<file path="src/rtl/err_event_logger.sv">
// Error event logger: per-class saturating counters, a show-ahead log FIFO of
// error codes, and a two-state interrupt FSM driven by an error-rate window.
module err_event_logger #(
    parameter int CNT_W  = 8,
    parameter int DEPTH  = 4,
    parameter int THRESH = 3
) (
    input  logic                       clk,
    input  logic                       rst,
    input  logic                       err_valid,
    input  logic [2:0]                 err_code,
    input  logic                       rd_en,
    input  logic                       irq_clr,
    output logic                       rd_valid,
    output logic [2:0]                 rd_code,
    output logic [$clog2(DEPTH):0]     log_count,
    output logic                       log_ovf,
    output logic [CNT_W-1:0]           parity_cnt,
    output logic [CNT_W-1:0]           timeout_cnt,
    output logic [CNT_W-1:0]           overflow_cnt,
    output logic [CNT_W-1:0]           multi_cnt,
    output logic                       irq,
    output logic                       fsm_state
);
    localparam int PW = $clog2(DEPTH);
    localparam int CW = PW + 1;
    localparam int WW = $clog2(THRESH + 1);

    typedef enum logic {IDLE = 1'b0, ALERT = 1'b1} state_t;

    state_t          state;
    logic [WW-1:0]   win;
    logic [2:0]      mem [DEPTH];
    logic [PW-1:0]   rd_ptr;
    logic [PW-1:0]   wr_ptr;

    logic            is_par, is_tmo, is_ovf, is_multi;
    logic            full, do_pop, do_push;
    logic [PW-1:0]   next_rd_ptr;
    logic [CW-1:0]   next_count;
    logic [WW-1:0]   win_inc;

    always_comb begin
        is_par      = (err_code == 3'd0);
        is_tmo      = (err_code == 3'd3);
        is_ovf      = (err_code == 3'd5);
        is_multi    = !(is_par || is_tmo || is_ovf);
        full        = (log_count == CW'(DEPTH));
        do_pop      = rd_en && (log_count != '0);
        do_push     = err_valid && (!full || do_pop);
        next_rd_ptr = do_pop ? rd_ptr + PW'(1) : rd_ptr;
        next_count  = log_count + CW'(do_push) - CW'(do_pop);
        win_inc     = (win == WW'(THRESH)) ? win : win + WW'(1);
    end

    assign rd_valid  = (log_count != '0);
    assign fsm_state = state;

    always_ff @(posedge clk) begin
        if (!rst && do_push) mem[wr_ptr] <= err_code;
    end

    always_ff @(posedge clk) begin
        if (rst) begin
            rd_ptr    <= '0;
            wr_ptr    <= '0;
            log_count <= '0;
            log_ovf   <= 1'b0;
            rd_code   <= 3'd0;
        end else begin
            rd_ptr    <= next_rd_ptr;
            log_count <= next_count;
            if (do_push) wr_ptr <= wr_ptr + PW'(1);
            if (err_valid && full && !rd_en) log_ovf <= 1'b1;
            // When the log drains to its new entry the head is the incoming code.
            if (do_push && (next_rd_ptr == wr_ptr)) rd_code <= err_code;
            else if (next_count != '0)             rd_code <= mem[next_rd_ptr];
        end
    end

    always_ff @(posedge clk) begin
        if (rst) begin
            parity_cnt   <= '0;
            timeout_cnt  <= '0;
            overflow_cnt <= '0;
            multi_cnt    <= '0;
        end else if (err_valid) begin
            if (is_par   && parity_cnt   != '1) parity_cnt   <= parity_cnt   + CNT_W'(1);
            if (is_tmo   && timeout_cnt  != '1) timeout_cnt  <= timeout_cnt  + CNT_W'(1);
            if (is_ovf   && overflow_cnt != '1) overflow_cnt <= overflow_cnt + CNT_W'(1);
            if (is_multi && multi_cnt    != '1) multi_cnt    <= multi_cnt    + CNT_W'(1);
        end
    end

    always_ff @(posedge clk) begin
        if (rst) begin
            state <= IDLE;
            irq   <= 1'b0;
            win   <= '0;
        end else begin
            case (state)
                IDLE: begin
                    if (err_valid) begin
                        win <= win_inc;
                        if ((win_inc == WW'(THRESH)) || is_multi) begin
                            state <= ALERT;
                            irq   <= 1'b1;
                        end
                    end
                end
                ALERT: begin
                    // An acknowledge that coincides with an event starts the new window at 1.
                    if (irq_clr) begin
                        if (err_valid) begin
                            win <= WW'(1);
                            if (is_multi || (THRESH == 1)) begin
                                state <= ALERT;
                                irq   <= 1'b1;
                            end else begin
                                state <= IDLE;
                                irq   <= 1'b0;
                            end
                        end else begin
                            win   <= '0;
                            state <= IDLE;
                            irq   <= 1'b0;
                        end
                    end
                end
                default: begin
                    state <= IDLE;
                    irq   <= 1'b0;
                end
            endcase
        end
    end
endmodule

</file>
<file path="config.mk">
export PLATFORM = sky130hd
export DESIGN_NAME = err_event_logger
export DESIGN_NICKNAME = d
export VERILOG_FILES = /design/src/rtl/err_event_logger.sv
export SDC_FILE = /design/constraint.sdc
export NUM_CORES = 1
export LEC_CHECK = 0
export ABC_AREA = 1
export BUFFER_PORTS_ARGS = -buffer_cell sky130_fd_sc_hd__buf_2
export CORE_MARGIN = 2
export CORE_UTILIZATION = 60
export DETAILED_ROUTE_END_ITERATION = 8
export PLACE_DENSITY_LB_ADDON = 0.25
export RECOVER_POWER = 25
export SLEW_MARGIN = 20
export SYNTH_ARGS = -nofsm -noshare
export SYNTH_HDL_FRONTEND = slang
export SYNTH_SLANG_ARGS = --single-unit
export TNS_END_PERCENT = 20
</file>
<file path="constraint.sdc">
create_clock -name clk -period 6.6 [get_ports clk]
set_input_delay 0.99 -clock clk [delete_from_list [all_inputs] [get_ports clk]]
set_output_delay 0.99 -clock clk [all_outputs]
set_load 0.01 [all_outputs]
</file>
==> results.txt <==
----------------------------------------------------
[Pwr]
  Static power due to leakage ... 1.617 nW
  Peak supply drop ... 0.1873 mV
  Total power ... 1.081 mW
  Power density normalized to cell area ... 309.3 mW/mm2

[Synthesis]
  Share of the synthesized area in the top cell type ... 31.09%
  Seq cells post-synth ... 59
  Syn Nets ... 407
  Synthesized area ... 0.003027 mm2
  Post-synthesis cell type count ... 35
  Compound-Gate Fraction of Synth Area ... 11.41%
  Yosys warning total ... 0
  Proportion of synthesized area in mux cells ... 0%
  Area fraction in and, or, nand and nor cells after synthesis ... 29.76%
  Primary FF master, synth ... dfxtp_1
  Post-synthesis sequential area ratio ... 42.99%
  Parity-gate share of the synthesized area counting xor and xnor cells ... 1.158%
  Count of flip-flops with a built-in enable after synthesis ... 12
  Top area cells in the synthesized netlist ... dfxtp_1 (31%), edfxtp_1 (12%), inv_1 (7.6%)
  Adder-cell share of the synthesized area ... 4.795%
  Async S/R FF share, synth ... 0%
  Cell type with the highest aggregate area in the netlist ... dfxtp_1
  Mean cell area of the mapped netlist ... 7.801 um2
  Post-Synthesis Cells ... 388
  Largest family of logic cells by synthesized area ... simple AND/OR/NAND/NOR gates

[Floorplanning]
  Die W ... 75.03 um
  Die span in y ... 75.03 um
  Die Area ... 0.005629 mm2
  Standard-cell rows ... 25
  Floorplan core area ... 0.004786 mm2
  I/O pin count ... 50
  Effective utilization at floorplan ... 63.24%

[Critical path]
  Kind of end point of the critical path ... flop
  Setup crit end ... rd_code[2]$_SDFFE_PP0P_
  Arrival time worst endpoint ... 2.97 ns
  Data required time of the critical path ... 6.82 ns
  Worst setup path start ... rd_en
  Kind of start point of the critical path ... primary input
  Worst R2R Start ... log_count[1]$_SDFF_PP0_
  Kind of critical path ... primary input to flop
  Path depth of the worst reg2reg path ... 15
  Internal reg-to-reg setup slack ... 4.08 ns
  Endpoint of the worst-slack reg-to-reg timing path ... rd_code[2]$_SDFFE_PP0P_
  Largest fanout on the critical path ... 7

[Placement]
  Placer congestion estimate ... 0.8616
  Port Buffer Count ... 49
  Post-detailed-placement cell area ... 0.003327 mm2
  Placed cell count ... 499
  DP Wirelength ... 4498 um

[Final layout]
  Final antenna diode count ... 0
  End-of-flow core utilization ... 73.02%
  Final std cell area, no fill ... 0.003495 mm2
  Most frequent standard cell in the layout excluding fill and tap cells ... inv_1
  Commonest cells after routing, fill and taps aside ... inv_1 (62), nand2_1 (61), dfxtp_1 (47)
  Area delta synth->final ... 15.46%
  Share of cells above drive strength 1 ... 19.64%
  Finished Layout Cells ... 515
  Final-stage net count ... 462

[Clocking]
  Clock sink total ... 59
  Maximum count of clock buffers along a single path ... 2
  Number of hold-repair buffers added at the cts stage ... 0
  Post-cts resize count ... 0
  CTS tree ... yes
  Worst-Skew Late Latency ... 0.34 ns
  Root buffer cell ... clkbuf_8
  CTS Buf Count ... 9
  Register clock-pin slew on the reported worst setup and hold paths ... 0.07 ns
  Number of setup buffers added after CTS ... 0
  Number of H-tree levels ... 3

[Timing]
  Final critical-path required period ... 2.741 ns
  Setup TNS after final layout ... 0 ns
  Final hold violations ... 0
  Clock skew ... 0.006041 ns
  Measured slew at the worst slew-check pin ... 0.8646 ns
  Final Cycle Share ... 41.53%
  F_max ... 0.3648 GHz
  Final setup violation count ... 0
  Worst slew margin ... 42.30%
  Unrepaired setup endpoints after global routing ... false
  Number of pins with negative max-slew slack in the final report ... 0

[Global routing]
  GR Overflow Total ... 0
  Vias in the first global route ... 2369
  Largest net degree at the start of global routing ... 32
  Global-route wire length before repair ... 9929 um
  Number of antenna violations at the first check in global routing ... 0
  Total global-route track usage ... 23.43%

[Drt]
  Routed via count ... 2611
  DR DRC count ... 0
  Violation count after the first detailed-routing iteration ... 121
  Via-per-instance ratio ... 5.070
  Count of antenna-violating nets left after detailed routing ... 0
  Total Wirelength ... 6154 um
  Avg WL per Cell ... 11.95 um
  DRT Pass-1 Iters ... 4

[Outcome]
  Outcome ... completed

[Run]
  Max Cap Viol ... 0

[Min path]
  Worst hold path class ... flop to flop

----------------------------------------------------
==> cells by family (layout without fill, tap and decap cells) <==
kind of cell | after synthesis | after routing
and+or+nand+nor | 174 | 174
buffers and inverters | 77 | 137
AOI/OAI and AO/OA | 63 | 63
DFF | 59 | 59
adders and majority gates | 11 | 11
xor gates and xnor gates | 4 | 4
==> worst max-delay path: stages <==
cell and delay [ns]:
buf_2 0.10, inv_1 0.04, nand2_1 0.09, nand2_2 0.12, ha_1 0.30, inv_1 0.04
ha_1 0.18, fa_1 0.36, inv_1 0.07, xor2_1 0.08, nor3_1 0.22, nand2_2 0.13
o21ai_0 0.18, nor2_1 0.06
==> worst min-delay path by stage <==
stage                                    startpoint                        end  slack, ns  cells after the start
after floorplan                 win[1]$_SDFFE_PP0P_        win[1]$_SDFFE_PP0P_       0.47                      2
after global placement    multi_cnt[4]$_SDFFE_PP0P_  multi_cnt[4]$_SDFFE_PP0P_       0.44                      2
after detailed placement  multi_cnt[4]$_SDFFE_PP0P_  multi_cnt[4]$_SDFFE_PP0P_       0.45                      2
after CTS                 multi_cnt[4]$_SDFFE_PP0P_  multi_cnt[4]$_SDFFE_PP0P_       0.46                      2
after global routing      multi_cnt[4]$_SDFFE_PP0P_  multi_cnt[4]$_SDFFE_PP0P_       0.50                      2
final                     multi_cnt[4]$_SDFFE_PP0P_  multi_cnt[4]$_SDFFE_PP0P_       0.46                      2
==> cell usage after synthesis (2+ instances only) <==
library cell  count
nand4_1           6
ha_1             10
inv_1            61
o21ai_0          24
a21oi_1          24
nor2_4            4
clkbuf_1          3
nor3_1            4
o21a_1            5
nand3_1          28
nand2_4           5
nor3_4            2
edfxtp_1         12
o211ai_1          2
o21ai_1           4
dfxtp_1          47
a21oi_2           2
nand2_2           8
inv_2            11
nand2_1          59
nor4_2            2
nand3_2           3
xor2_1            4
nor3_2            3
nor2_1           45
==> state kept, by name, indices dropped and copies added, names as in the netlist, 2 cells and up <==
register,count
mem,12
multi_cnt,8
overflow_cnt,8
parity_cnt,8
timeout_cnt,8
log_count,3
rd_code,3
rd_ptr,2
win,2
wr_ptr,2
==> cell type report <==
cell class / count / area (um2)
tap: 67 / 83.83
inverter: 72 / 270.3
multi-input combinational: 252 / 1405
clock buffer: 9 / 123.9
fill: 380 / 1291
timing repair buffer: 49 / 227.7
sequential: 59 / 1301
clock inverter: 7 / 82.58
==> routing by layer <==
layer  up-vias  track usage, %  routed length, um
met2        74           38.11               2996
li1       1356               -                  -
met1      1171           28.56               2719
met3        10           5.221                341
met5         -               0                  0
met4         0           13.69                 97
==> per-stage QoR <==
stage | hold WS [ns] | setup slack (ns)
6_report | 0.4622 | 3.859
5_1_grt | 0.4986 | 3.696
4_1_cts | 0.4570 | 3.871
3_5_place_dp | 0.4460 | 3.525
3_3_place_gp | 0.4399 | 3.639
2_1_floorplan | 0.4653 | 3.849
==> power by group <==
part / leakage [nW] / total, mW / internal [mW] / switching [mW]
combinational: 1.02 / 0.316 / 0.107 / 0.209
sequential: 0.491 / 0.421 / 0.398 / 0.0231
clock: 0.108 / 0.343 / 0.208 / 0.135
No activity file was read; power rests on OpenSTA's default activity.
